<file path="src/rtl/sha_pkg.sv">
// Shared SHA-256 definitions: word/state types, FSM encoding, IV and round helper functions.
package sha_pkg;

    localparam int WORD_W    = 32;
    localparam int NUM_WORDS = 8;

    typedef logic [WORD_W-1:0] word_t;
    // Element [7] is a / H0 so the packed vector lines up with H0-in-MSBs buses.
    typedef word_t [NUM_WORDS-1:0] hstate_t;

    typedef enum logic [2:0] {
        ST_IDLE  = 3'd0,
        ST_PRIME = 3'd1,
        ST_ROUND = 3'd2,
        ST_FINAL = 3'd3,
        ST_DONE  = 3'd4
    } fsm_t;

    localparam hstate_t SHA256_IV = {
        32'h6a09e667, 32'hbb67ae85, 32'h3c6ef372, 32'ha54ff53a,
        32'h510e527f, 32'h9b05688c, 32'h1f83d9ab, 32'h5be0cd19
    };

    function automatic word_t rotr(input word_t x, input int n);
        return (x >> n) | (x << (WORD_W - n));
    endfunction

    function automatic word_t big_sigma0(input word_t x);
        return rotr(x, 2) ^ rotr(x, 13) ^ rotr(x, 22);
    endfunction

    function automatic word_t big_sigma1(input word_t x);
        return rotr(x, 6) ^ rotr(x, 11) ^ rotr(x, 25);
    endfunction

    function automatic word_t ch(input word_t e, input word_t f, input word_t g);
        return (e & f) ^ (~e & g);
    endfunction

    function automatic word_t maj(input word_t a, input word_t b, input word_t c);
        return (a & b) ^ (a & c) ^ (b & c);
    endfunction

endpackage

</file>
<file path="src/rtl/sha256_round_engine_round_fn.sv">
// One combinational SHA-256 round: working variables a..h plus K_t/W_t in, next a..h out.
module sha256_round_fn
    import sha_pkg::*;
(
    input  hstate_t cur,
    input  word_t   k,
    input  word_t   w,
    output hstate_t nxt
);

    word_t t1;
    word_t t2;

    // Index map: [7]=a [6]=b [5]=c [4]=d [3]=e [2]=f [1]=g [0]=h
    always_comb begin
        t1  = cur[0] + big_sigma1(cur[3]) + ch(cur[3], cur[2], cur[1]) + k + w;
        t2  = big_sigma0(cur[7]) + maj(cur[7], cur[6], cur[5]);
        nxt = {t1 + t2, cur[7], cur[6], cur[5], cur[4] + t1, cur[3], cur[2], cur[1]};
    end

endmodule

</file>
<file path="src/rtl/sha256_round_engine.sv">
// 64-round SHA-256 compression of one block, fetching K_t/W_t through a one-cycle-latency read port.
module sha256_round_engine
    import sha_pkg::*;
#(
    parameter int ADDR_WTH = 6,
    parameter int WRD_SIZE = WORD_W
)(
    input  logic                    clk,
    input  logic                    reset_n,
    input  logic                    start,
    input  logic [8*WRD_SIZE-1:0]   i_hash_init,
    output logic                    o_rc_enable,
    output logic [ADDR_WTH-1:0]     o_rc_add,
    input  logic [WRD_SIZE-1:0]     i_round_constant,
    output logic                    o_w_next,
    input  logic [WRD_SIZE-1:0]     i_w,
    output logic                    o_busy,
    output logic                    o_done,
    output logic [8*WRD_SIZE-1:0]   o_hash
);

    localparam logic [ADDR_WTH-1:0] LAST_ROUND = '1;
    localparam logic [ADDR_WTH-1:0] ADDR_ONE   = {{(ADDR_WTH-1){1'b0}}, 1'b1};

    fsm_t                state_reg;
    fsm_t                state_next;
    logic [ADDR_WTH-1:0] round_reg;
    logic [ADDR_WTH-1:0] add_reg;
    hstate_t             work_reg;
    hstate_t             h_reg;
    hstate_t             hash_reg;
    hstate_t             work_next_rnd;
    hstate_t             sum;

    sha256_round_fn u_round_fn (
        .cur (work_reg),
        .k   (i_round_constant),
        .w   (i_w),
        .nxt (work_next_rnd)
    );

    for (genvar gi = 0; gi < NUM_WORDS; gi++) begin : g_sum
        assign sum[gi] = h_reg[gi] + work_reg[gi];
    end

    always_comb begin
        state_next  = state_reg;
        o_rc_enable = 1'b0;
        o_w_next    = 1'b0;
        o_busy      = 1'b0;
        o_done      = 1'b0;
        case (state_reg)
            ST_IDLE: begin
                if (start) state_next = ST_PRIME;
            end
            ST_PRIME: begin
                state_next  = ST_ROUND;
                o_rc_enable = 1'b1;
                o_w_next    = 1'b1;
                o_busy      = 1'b1;
            end
            ST_ROUND: begin
                o_busy = 1'b1;
                // The last round consumes K_63 already in flight; no further read is issued.
                if (round_reg == LAST_ROUND) begin
                    state_next = ST_FINAL;
                end else begin
                    o_rc_enable = 1'b1;
                    o_w_next    = 1'b1;
                end
            end
            ST_FINAL: begin
                state_next = ST_DONE;
                o_busy     = 1'b1;
            end
            ST_DONE: begin
                state_next = ST_IDLE;
                o_done     = 1'b1;
            end
            default: state_next = ST_IDLE;
        endcase
    end

    assign o_rc_add = add_reg;
    assign o_hash   = hash_reg;

    always_ff @(posedge clk or negedge reset_n) begin
        if (!reset_n) begin
            state_reg <= ST_IDLE;
            round_reg <= '0;
            add_reg   <= '0;
            work_reg  <= '0;
            h_reg     <= '0;
            hash_reg  <= '0;
        end else begin
            state_reg <= state_next;
            case (state_reg)
                ST_IDLE: begin
                    if (start) begin
                        h_reg     <= i_hash_init;
                        work_reg  <= i_hash_init;
                        round_reg <= '0;
                        add_reg   <= '0;
                    end
                end
                ST_PRIME: add_reg <= add_reg + ADDR_ONE;
                ST_ROUND: begin
                    work_reg <= work_next_rnd;
                    if (round_reg != LAST_ROUND) begin
                        round_reg <= round_reg + ADDR_ONE;
                        // Address saturates at the last entry instead of wrapping.
                        if (add_reg != LAST_ROUND) add_reg <= add_reg + ADDR_ONE;
                    end
                end
                ST_FINAL: begin
                    h_reg    <= sum;
                    hash_reg <= sum;
                end
                default: ;
            endcase
        end
    end

endmodule

</file>
<file path="config.mk">
export PLATFORM = sky130hd
export DESIGN_NAME = sha256_round_engine
export DESIGN_NICKNAME = d
export VERILOG_FILES = /design/src/rtl/sha_pkg.sv /design/src/rtl/sha256_round_engine_round_fn.sv /design/src/rtl/sha256_round_engine.sv
export SDC_FILE = /design/constraint.sdc
export NUM_CORES = 2
export LEC_CHECK = 0
export ABC_AREA = 1
export CAP_MARGIN = 20
export CORE_AREA = 5 5 336 338
export DETAILED_ROUTE_END_ITERATION = 16
export DIE_AREA = 0 0 341 343
export PLACE_DENSITY = 0.78
export SYNTH_ARGS = -nofsm -noshare
export SYNTH_HDL_FRONTEND = slang
export SYNTH_SLANG_ARGS = --single-unit
export TNS_END_PERCENT = 50
</file>
<file path="constraint.sdc">
create_clock -name clk -period 5.5 [get_ports clk]
set_clock_uncertainty 0.05 [all_clocks]
set_input_delay 1.1 -clock clk [delete_from_list [all_inputs] [get_ports clk]]
set_output_delay 1.1 -clock clk [all_outputs]
set_load 0.01 [all_outputs]
</file>
==> results.py <==
metrics = {
    "run_status": {
        "status": "complete, but fails checks",
        "violations": "negative setup slack",
    },
    "route": {
        "wl_per_cell_um": 26.44,
        "route.met2.wl_um": 121200,
        "drt_iter0_drc": 7973,
        "routed_wl_um": 278600,
        "drc": 0,
        "firstDrtPassIters": 7,
        "wl_met1_um": 100300,
        "wl_met3_um": 30480,
        "via_count": 64628,
        "antenna_left": 0,
        "viasPerCell": 6.134,
        "top_layer_used": "met5",
    },
    "floorplan": {
        "fp.dieW_um": 341,
        "start_util_pct": 52.58,
        "die_area_um2": 117000,
        "num_rows": 122,
        "die_h_um": 343,
        "core-area_um2": 109800,
        "io_pins": 589,
    },
    "yosys": {
        "async_flop_share_pct": 100.0,
        "synth.avg_cell_area_um2": 7.248,
        "synth_edf_count": 0,
        "synthCells": 7962,
        "synthesis.area_um2": 57710,
        "yosysSeqAreaShare_pct": 33.95,
        "syn_nets": 8761,
        "ys_top_cells_by_area": "dfrtp_1 (34%), nand2_1 (12%), ha_1 (7.4%)",
        "synth_top_area_share_pct": 33.95,
        "ys_ff_latch": 783,
        "yosysUniqueCellTypes": 56,
        "ys_warn_count": 0,
        "synthFlopType": "dfrtp_1",
        "synth_area_leader_cell": "dfrtp_1",
    },
    "timing": {
        "rsz0062_at_grt": "true",
        "max_slew_margin_pct": 17.79,
        "finalSetupViolCount": 45,
        "tightest_slew_ns": 1.233,
        "fin_crit_ns": 5.959,
        "fmaxAchievable_mhz": 167.8,
        "hold_viol": 0,
        "min_period_over_period_pct": 108.3,
        "drv_slew": 0,
        "worst_slack_ns": -0.4587,
    },
    "cts": {
        "cts_sinks": 783,
        "cts-root-buf": "clkbuf_16",
        "cts.reportedPaths.clkPinSlew_ns": 0.07,
        "insertion_delay_ns": 0.72,
        "cts_buffers": 91,
        "cts.path.max_buffers": 3,
        "tritoncts": "built",
        "htree_num_levels": 3,
    },
    "grt": {
        "grt_pass1_vias": 62765,
        "grt_pass1_wl_um": 403300,
        "overflow": 0,
        "grt_use_total_pct": 46.03,
        "grt_antenna_before_repair": 18,
        "grt_max_degree": 182,
    },
    "layout": {
        "final_common_cell": "nand2_1",
        "syn2layout_area_growth_pct": 32.24,
        "final_cell_area_um2": 76310,
        "final_nets": 9823,
        "drive_gt1_share_pct": 16.77,
        "final_cell_mix": "nand2_1 (1739), nor2_1 (893), dfrtp_1 (782)",
    },
    "critical_path": {
        "crit_slowest_cell": "fa_2",
        "cp-start-kind": "primary input",
        "worst_ep_required_time_ns": 6.01,
        "cp_max_fo": 4,
        "r2r_setup_slack_ns": -0.39,
        "r2r-start": "work_reg[4]$_DFFE_PN0P_",
        "crit_arrival_ns": 6.47,
        "end_kind": "register",
        "critical_path_class": "primary input to register",
        "r2r-end": "work_reg[255]$_DFFE_PN0P_",
        "reg2reg_depth": 34,
        "cpPeakStageDelay_ns": 0.64,
    },
    "flow_run": {
        "max_cap_violations": 0,
    },
    "place": {
        "dpl-instance-area_um2": 69090,
        "place.gp.congestion": 1.067,
        "port_buffers": 588,
        "dpl.hpwl_um": 215100,
    },
    "worst_hold_path": {
        "min_path_type": "primary input to async pin",
    },
}
how the worst max path moves through the flow:
stage                               from                        end  slack (ns)  cells after the start
floorplan            i_round_constant[1]  work_reg[255]$_DFFE_PN0P_       -0.48                     31
global placement    i_round_constant[11]  work_reg[254]$_DFFE_PN0P_       -1.89                     33
detailed placement  i_round_constant[11]  work_reg[254]$_DFFE_PN0P_       -1.91                     33
CTS                               i_w[3]  work_reg[255]$_DFFE_PN0P_       -0.44                     34
global route         i_round_constant[3]  work_reg[253]$_DFFE_PN0P_       -0.62                     31
finish               i_round_constant[3]  work_reg[253]$_DFFE_PN0P_       -0.46                     31
critical path: cells and delay by family:
family	cells	cell delay [ns]
and+or+nand+nor	7	0.67
xor gates and xnor gates	1	0.17
AOI/OAI and AO/OA	9	1.18
adders and majority gates	6	2.67
buffers and inverters	8	0.67
kinds of logic after synthesis:
| family | after synthesis | synth area share, % |
|---|---|---|
| AND/OR/NAND/NOR | 3353 | 23.46 |
| flip-flops | 783 | 33.95 |
| buffers and inverters | 1096 | 7.450 |
| AO/OA/AOI/OAI | 1994 | 19.05 |
| multiplexers | 23 | 0.3989 |
| XOR/XNOR | 217 | 3.293 |
| adder cells (fa/ha/maj) | 496 | 12.40 |
stage by stage:
step | hold WS [ns] | utilization (%) | std cells | setup WS [ns] | TNS (ns)
after floorplan | 0.4085 | - | 7962 | -0.4792 | -6.171
after global placement | 0.4121 | 62.95 | 10266 | -1.892 | -85.33
final | 0.4116 | 69.53 | 10536 | -0.4587 | -12.11
after CTS | 0.4112 | 68.38 | 10493 | -0.4430 | -9.829
after detailed placement | 0.4154 | 62.95 | 10266 | -1.912 | -85.37
after global routing | 0.4433 | 69.50 | 10524 | -0.6209 | -19.78
metal layers:
layer	vias to the layer above	GRT usage, %
met5	-	0
met4	14	33.63
met3	1185	11.10
met2	4231	71.35
met1	30671	56.24
li1	28527	-
synthesized netlist by cell type (46+ instances only):
| cell | instances |
|---|---|
| a21oi_1 | 802 |
| dfrtp_1 | 783 |
| o31ai_1 | 146 |
| xnor2_1 | 108 |
| nand4_1 | 82 |
| ha_1 | 343 |
| buf_2 | 127 |
| clkbuf_1 | 148 |
| nor3_1 | 64 |
| nand3_1 | 341 |
| fa_1 | 133 |
| nand2_1 | 1845 |
| o21a_1 | 49 |
| nor2_1 | 954 |
| xor2_1 | 109 |
| a21o_1 | 46 |
| inv_1 | 802 |
| o21ai_0 | 753 |
repair_timing:
item | in CTS | in global routing
resized for setup | 765 | 265
setup endpoints to repair | 55 | 51
hold buffers | 0 | 0
gates cloned | 0 | 0
pin swaps | 311 | 238
endpoints found under the hold margin | 0 | 0
setup buffers | 66 | 35
final cells by class:
| type | instances | area (µm²) |
|---|---|---|
| Fill cell | 8838 | 33440 |
| Clock inverter | 52 | 611.8 |
| Sequential cell | 783 | 19600 |
| Multi-Input combinational cell | 6083 | 37390 |
| Inverter | 807 | 3072 |
| Clock buffer | 115 | 2530 |
| Antenna cell | 12 | 30.03 |
| Tap cell | 1426 | 1784 |
| Timing Repair Buffer | 1258 | 11300 |
Power is left out: the tool's default activity adds up to more than one toggle a clock period on the data nets, which glitch-free logic cannot reach.
